==> src/rtl/key_event_arbiter.sv <==
// key_event_arbiter: latches debounced key presses as pending events and offers them one at
// a time, round-robin from a moving pointer, over valid/ready with an idle gap after each event.
module key_event_arbiter #(
  parameter int N_KEYS  = 4,
  parameter int ID_W    = 2,
  parameter int GAP_CYC = 16,
  parameter int GAP_W   = 20
) (
  input  logic              clk,
  input  logic              rst_n,
  input  logic [N_KEYS-1:0] key_flag,
  input  logic [N_KEYS-1:0] key_value,
  input  logic              en,
  input  logic              flush,
  input  logic              clr_drop,
  input  logic              evt_ready,
  output logic              evt_valid,
  output logic [ID_W-1:0]   evt_id,
  output logic [N_KEYS-1:0] pend,
  output logic              drop,
  output logic              busy
);

  localparam logic [1:0]       ST_IDLE  = 2'd0;
  localparam logic [1:0]       ST_OFFER = 2'd1;
  localparam logic [1:0]       ST_GAP   = 2'd2;
  localparam logic [ID_W-1:0]  LAST_ID  = ID_W'(N_KEYS - 1);
  localparam logic [GAP_W-1:0] GAP_LOAD = GAP_W'(GAP_CYC);

  logic [1:0]        state_q, state_d;
  logic [N_KEYS-1:0] pend_q, pend_d;
  logic              drop_q, drop_d;
  logic              valid_q, valid_d;
  logic [ID_W-1:0]   id_q, id_d;
  logic [ID_W-1:0]   ptr_q, ptr_d;
  logic [GAP_W-1:0]  cnt_q, cnt_d;
  logic              busy_q, busy_d;

  logic [N_KEYS-1:0] press_s;
  logic [N_KEYS-1:0] grant_s;
  logic [ID_W-1:0]   sel_s;
  logic              grant_en_s;

  function automatic logic [ID_W-1:0] wrap_add(input logic [ID_W-1:0] base, input int off);
    int sum;
    sum = int'(base) + off;
    if (sum >= N_KEYS) begin
      sum = sum - N_KEYS;
    end else begin
      sum = sum;
    end
    return sum[ID_W-1:0];
  endfunction

  assign press_s = key_flag & ~key_value;

  // Round-robin select: scanning downwards lets the key nearest the pointer win.
  always_comb begin
    sel_s = '0;
    for (int k = N_KEYS - 1; k >= 0; k--) begin
      sel_s = pend_q[wrap_add(ptr_q, k)] ? wrap_add(ptr_q, k) : sel_s;
    end
  end

  // Grant strobe: only from IDLE, so a grant never coincides with a live offer.
  always_comb begin
    grant_en_s = (state_q == ST_IDLE) && en && (|pend_q);
    if (grant_en_s) begin
      grant_s = {{(N_KEYS-1){1'b0}}, 1'b1} << sel_s;
    end else begin
      grant_s = '0;
    end
  end

  // Capture: a new press beats both the grant clear and flush; re-press of a pending key is a drop.
  always_comb begin
    pend_d = (pend_q & ~grant_s & ~{N_KEYS{flush}}) | press_s;
    drop_d = (|(press_s & pend_q & ~grant_s)) | (drop_q & ~clr_drop);
  end

  // Offer/gap sequencing.
  always_comb begin
    state_d = state_q;
    valid_d = valid_q;
    id_d    = id_q;
    ptr_d   = ptr_q;
    cnt_d   = cnt_q;
    case (state_q)
      ST_IDLE: begin
        if (grant_en_s) begin
          state_d = ST_OFFER;
          valid_d = 1'b1;
          id_d    = sel_s;
        end else begin
          state_d = ST_IDLE;
        end
      end
      ST_OFFER: begin
        if (evt_ready) begin
          valid_d = 1'b0;
          ptr_d   = (id_q == LAST_ID) ? {ID_W{1'b0}} : id_q + ID_W'(1);
          if (GAP_LOAD == {GAP_W{1'b0}}) begin
            state_d = ST_IDLE;
            cnt_d   = '0;
          end else begin
            state_d = ST_GAP;
            cnt_d   = GAP_LOAD;
          end
        end else begin
          state_d = ST_OFFER;
        end
      end
      ST_GAP: begin
        cnt_d = cnt_q - GAP_W'(1);
        if (cnt_q <= GAP_W'(1)) begin
          state_d = ST_IDLE;
        end else begin
          state_d = ST_GAP;
        end
      end
      default: begin
        state_d = ST_IDLE;
        valid_d = 1'b0;
        cnt_d   = '0;
      end
    endcase
    busy_d = (state_d == ST_OFFER) || (state_d == ST_GAP);
  end

  // State and output registers.
  always_ff @(posedge clk or negedge rst_n) begin
    if (!rst_n) begin
      state_q <= ST_IDLE;
      pend_q  <= '0;
      drop_q  <= 1'b0;
      valid_q <= 1'b0;
      id_q    <= '0;
      ptr_q   <= '0;
      cnt_q   <= '0;
      busy_q  <= 1'b0;
    end else begin
      state_q <= state_d;
      pend_q  <= pend_d;
      drop_q  <= drop_d;
      valid_q <= valid_d;
      id_q    <= id_d;
      ptr_q   <= ptr_d;
      cnt_q   <= cnt_d;
      busy_q  <= busy_d;
    end
  end

  assign evt_valid = valid_q;
  assign evt_id    = id_q;
  assign pend      = pend_q;
  assign drop      = drop_q;
  assign busy      = busy_q;

endmodule
==> config.mk <==
export PLATFORM = sky130hd
export DESIGN_NAME = key_event_arbiter
export DESIGN_NICKNAME = d
export VERILOG_FILES = /design/src/rtl/key_event_arbiter.sv
export SDC_FILE = /design/constraint.sdc
export NUM_CORES = 1
export LEC_CHECK = 0
export CORE_ASPECT_RATIO = 2
export CORE_MARGIN = 8
export CORE_UTILIZATION = 55
export CTS_CLUSTER_DIAMETER = 50
export DETAILED_ROUTE_END_ITERATION = 8
export PLACE_DENSITY = 0.86
export SYNTH_ARGS = -nofsm -noshare
export SYNTH_HDL_FRONTEND = slang
export SYNTH_SLANG_ARGS = --single-unit
==> constraint.sdc <==
create_clock -name clk -period 2.6 [get_ports clk]
set_clock_uncertainty 0.05 [all_clocks]
set_input_delay 0.78 -clock clk [delete_from_list [all_inputs] [get_ports clk]]
set_output_delay 0.78 -clock clk [all_outputs]
set_load 0.01 [all_outputs]
==> impl_metrics.json <==
{
  "relSlewSlack_pct": 68.3,
  "worst_pin_slew_ns": 0.473,
  "first_global_vias": 1724,
  "grt_pass1_wl_um": 7590,
  "grt_max_degree": 34,
  "critPathMaxFanout": 5,
  "synthFlopType": "dfrtp_1",
  "peakVddDrop_uv": 699,
  "overflow": 0,
  "multiInputGateArea_um2": 943,
  "yosys_warnings": 0,
  "io_buffers": 22,
  "async_reset_ff_share_pct": 100,
  "ys_seq_area_share_pct": 45.3,
  "synth-edff-count": 0,
  "clk_latency_ns": 0.29,
  "drv_cap": 0,
  "numCtsBuffers": 5,
  "drtIter0Drc": 38,
  "critPathRequiredTime_ns": 2.77,
  "syn_to_final_growth_pct": 23.2,
  "gp_congestion": 0.849,
  "powerDensity_nw_per_um2": 1180,
  "syn_nets": 211,
  "ioPinCount": 23,
  "cp_data_arrival_time_ns": 2.53,
  "crit_buf_inv": 1,
  "antenna_found_initial": 0,
  "seqCellArea_um2": 826,
  "hold_viol": 0,
  "path_clk_slew_ns": 0.07,
  "reg2reg_slack_ns": 0.38,
  "critPathSlowestCell": "or4b_4",
  "crit_type": "input pin to flop",
  "synth_top_cell_by_area": "dfrtp_1",
  "die_h_um": 97.4,
  "synth_cells": 190,
  "fin_nets": 249,
  "slew_viol_final": 0,
  "clkSinkCount": 33,
  "yosys-top-cells-area": "dfrtp_1 45%, nor2_1 5.4%, xor2_1 5.3%",
  "power.leakage_nw": 1.01,
  "dp_hpwl_um": 3420,
  "period_minus_slack_ns": 2.37,
  "cts_tree": "done",
  "cts_hold_buffers": 0,
  "diodes": 0,
  "syn_area_um2": 1820,
  "cts_setup_buffers": 0,
  "synth_commonest_cells": "33 x dfrtp_1, 26 x nor2_1, 13 x nand2_1",
  "clockBufferDepth": 2,
  "fp.dieW_um": 56.7,
  "dieArea_um2": 5520,
  "worstSetupStartpointType": "input pin",
  "vias_per_cell": 6.05,
  "end_kind": "flop",
  "fmax_mhz": 422,
  "coreArea_um2": 3160,
  "hp-class": "flop to flop",
  "htreeDepth": 2,
  "grt_usage_pct": 17.1,
  "cts_resized": 0,
  "status": "finished, final reports clean",
  "totalWireLength_um": 4470,
  "antenna_left": 0,
  "crit_family": "simple AND/OR/NAND/NOR gates",
  "hold_ws_ns": 0.493,
  "nFillCells": 228,
  "dr.pass1.iters": 4,
  "rows": 29,
  "tns_ns": 0,
  "synth_top_area_share_pct": 45.3,
  "wl_per_cell_um": 17.2,
  "synthDistinctLibCells": 45,
  "fin_crit_sh_pct": 91.1,
  "drc_errors": 0,
  "drive_gt1_share_pct": 13.1,
  "yosysMostFrequentCell": "dfrtp_1",
  "cpPeakStageDelay_ns": 0.56,
  "root_buffer": "clkbuf_8",
  "initial_utilization_pct": 57.7,
  "rsz0062_at_grt": "no",
  "synth-seq-cells": 33,
  "vias": 1574,
  "synth.avg_cell_area_um2": 9.59,
  "setup_viol": 0,
  "crit_chain": "clkdlybuf4s50_1 -> and2b_2 -> or4b_4 -> or3_1 -> a21oi_1"
}
[worst paths after layout]
check,startpoint,cells past startpoint,end
worst min register to register,evt_id[0],1,ptr_q[0]
worst max-delay path,evt_ready,5,cnt_q[12]
worst min-delay path,evt_id[0],1,ptr_q[0]
min in group asynchronous,rst_n,2,cnt_q[9]
worst max register to register,cnt_q[0],6,cnt_q[12]
max in group asynchronous,rst_n,2,ptr_q[0]
[layout by cell type, fill, tap and decap left out, types with 3 or more instances in the layout]
cell type / instances
xnor2_1: 3
ha_1: 7
inv_1: 11
or3_1: 4
a21oi_1: 7
nor2b_1: 4
nor4_1: 5
buf_4: 12
o32ai_1: 3
clkdlybuf4s50_1: 22
nand2b_1: 4
nand2_1: 13
nor2_1: 26
dfrtp_1: 33
nor3_1: 5
clkbuf_8: 5
nand3b_1: 3
nand3_1: 6
nand4b_1: 3
o21ai_0: 9
xor2_1: 11
[kinds of logic (layout without fill, tap and decap cells)]
kind of cell	Yosys count	count (layout)	synth area share, %
muxes	2	2	1.17
AOI/OAI and AO/OA	33	33	11.9
xor gates and xnor gates	14	14	6.73
DFF	33	33	45.3
and+or+nand+nor	87	87	27.2
buffers and inverters	14	53	2.95
adders and majority gates	7	7	4.80
[registers in the layout, summed over array words and instances (netlist names)]
| register | count |
|---|---|
| cnt_q | 20 |
| busy | 1 |
| state_q | 2 |
| evt_id | 2 |
| ptr_q | 2 |
| drop | 1 |
| pend | 4 |
| evt_valid | 1 |
[worst reg2reg max path: cells and delay by family, from the launching register on]
family,cells,cell delay [ns]
flops,1,0.43
compound gates,1,0.15
buf+inv,1,0.08
fa+ha+maj,1,0.17
simple gates,3,1.28
[per-stage QoR]
step / setup WS, ns / total power [W] / area (um2) / util, % / cells
6_report: 0.233 / 0.00264 / 2250 / 71.1 / 260
3_5_place_dp: -0.0345 / 0.00225 / 2160 / 68.4 / 252
4_1_cts: 0.232 / 0.00265 / 2250 / 71.1 / 260
2_1_floorplan: 0.470 / 0.00176 / 1820 / - / 190
5_1_grt: 0.0857 / 0.00285 / 2250 / 71.1 / 260
3_3_place_gp: -0.0104 / 0.00221 / 2160 / 68.4 / 252
[per-layer routing]
layer	part of all wire, %	routed length, um	vias to the layer above	track usage, %
met5	0	0	-	0
met4	5.7	255	0	12.8
met3	3.4	154	22	3.27
met2	56	2500	48	31.2
met1	35	1560	752	15.3
li1	-	-	752	-
[final cells by class]
class | count | area share [%]
Timing Repair Buffer | 34 | 13.8
Multi-Input combinational cell | 143 | 42.0
Inverter | 11 | 1.84
Sequential cell | 33 | 36.8
Clock inverter | 3 | 0.780
Tap cell | 31 | 1.73
Clock buffer | 5 | 3.06
[power breakdown]
part	leakage (nW)	switching (W)	internal (W)
Sequential	0.431	0.000186	0.000694
Combinational	0.538	0.000748	0.000631
Clock	0.0439	0.000200	0.000185
Note: power is estimated with default switching activity, not from simulation.
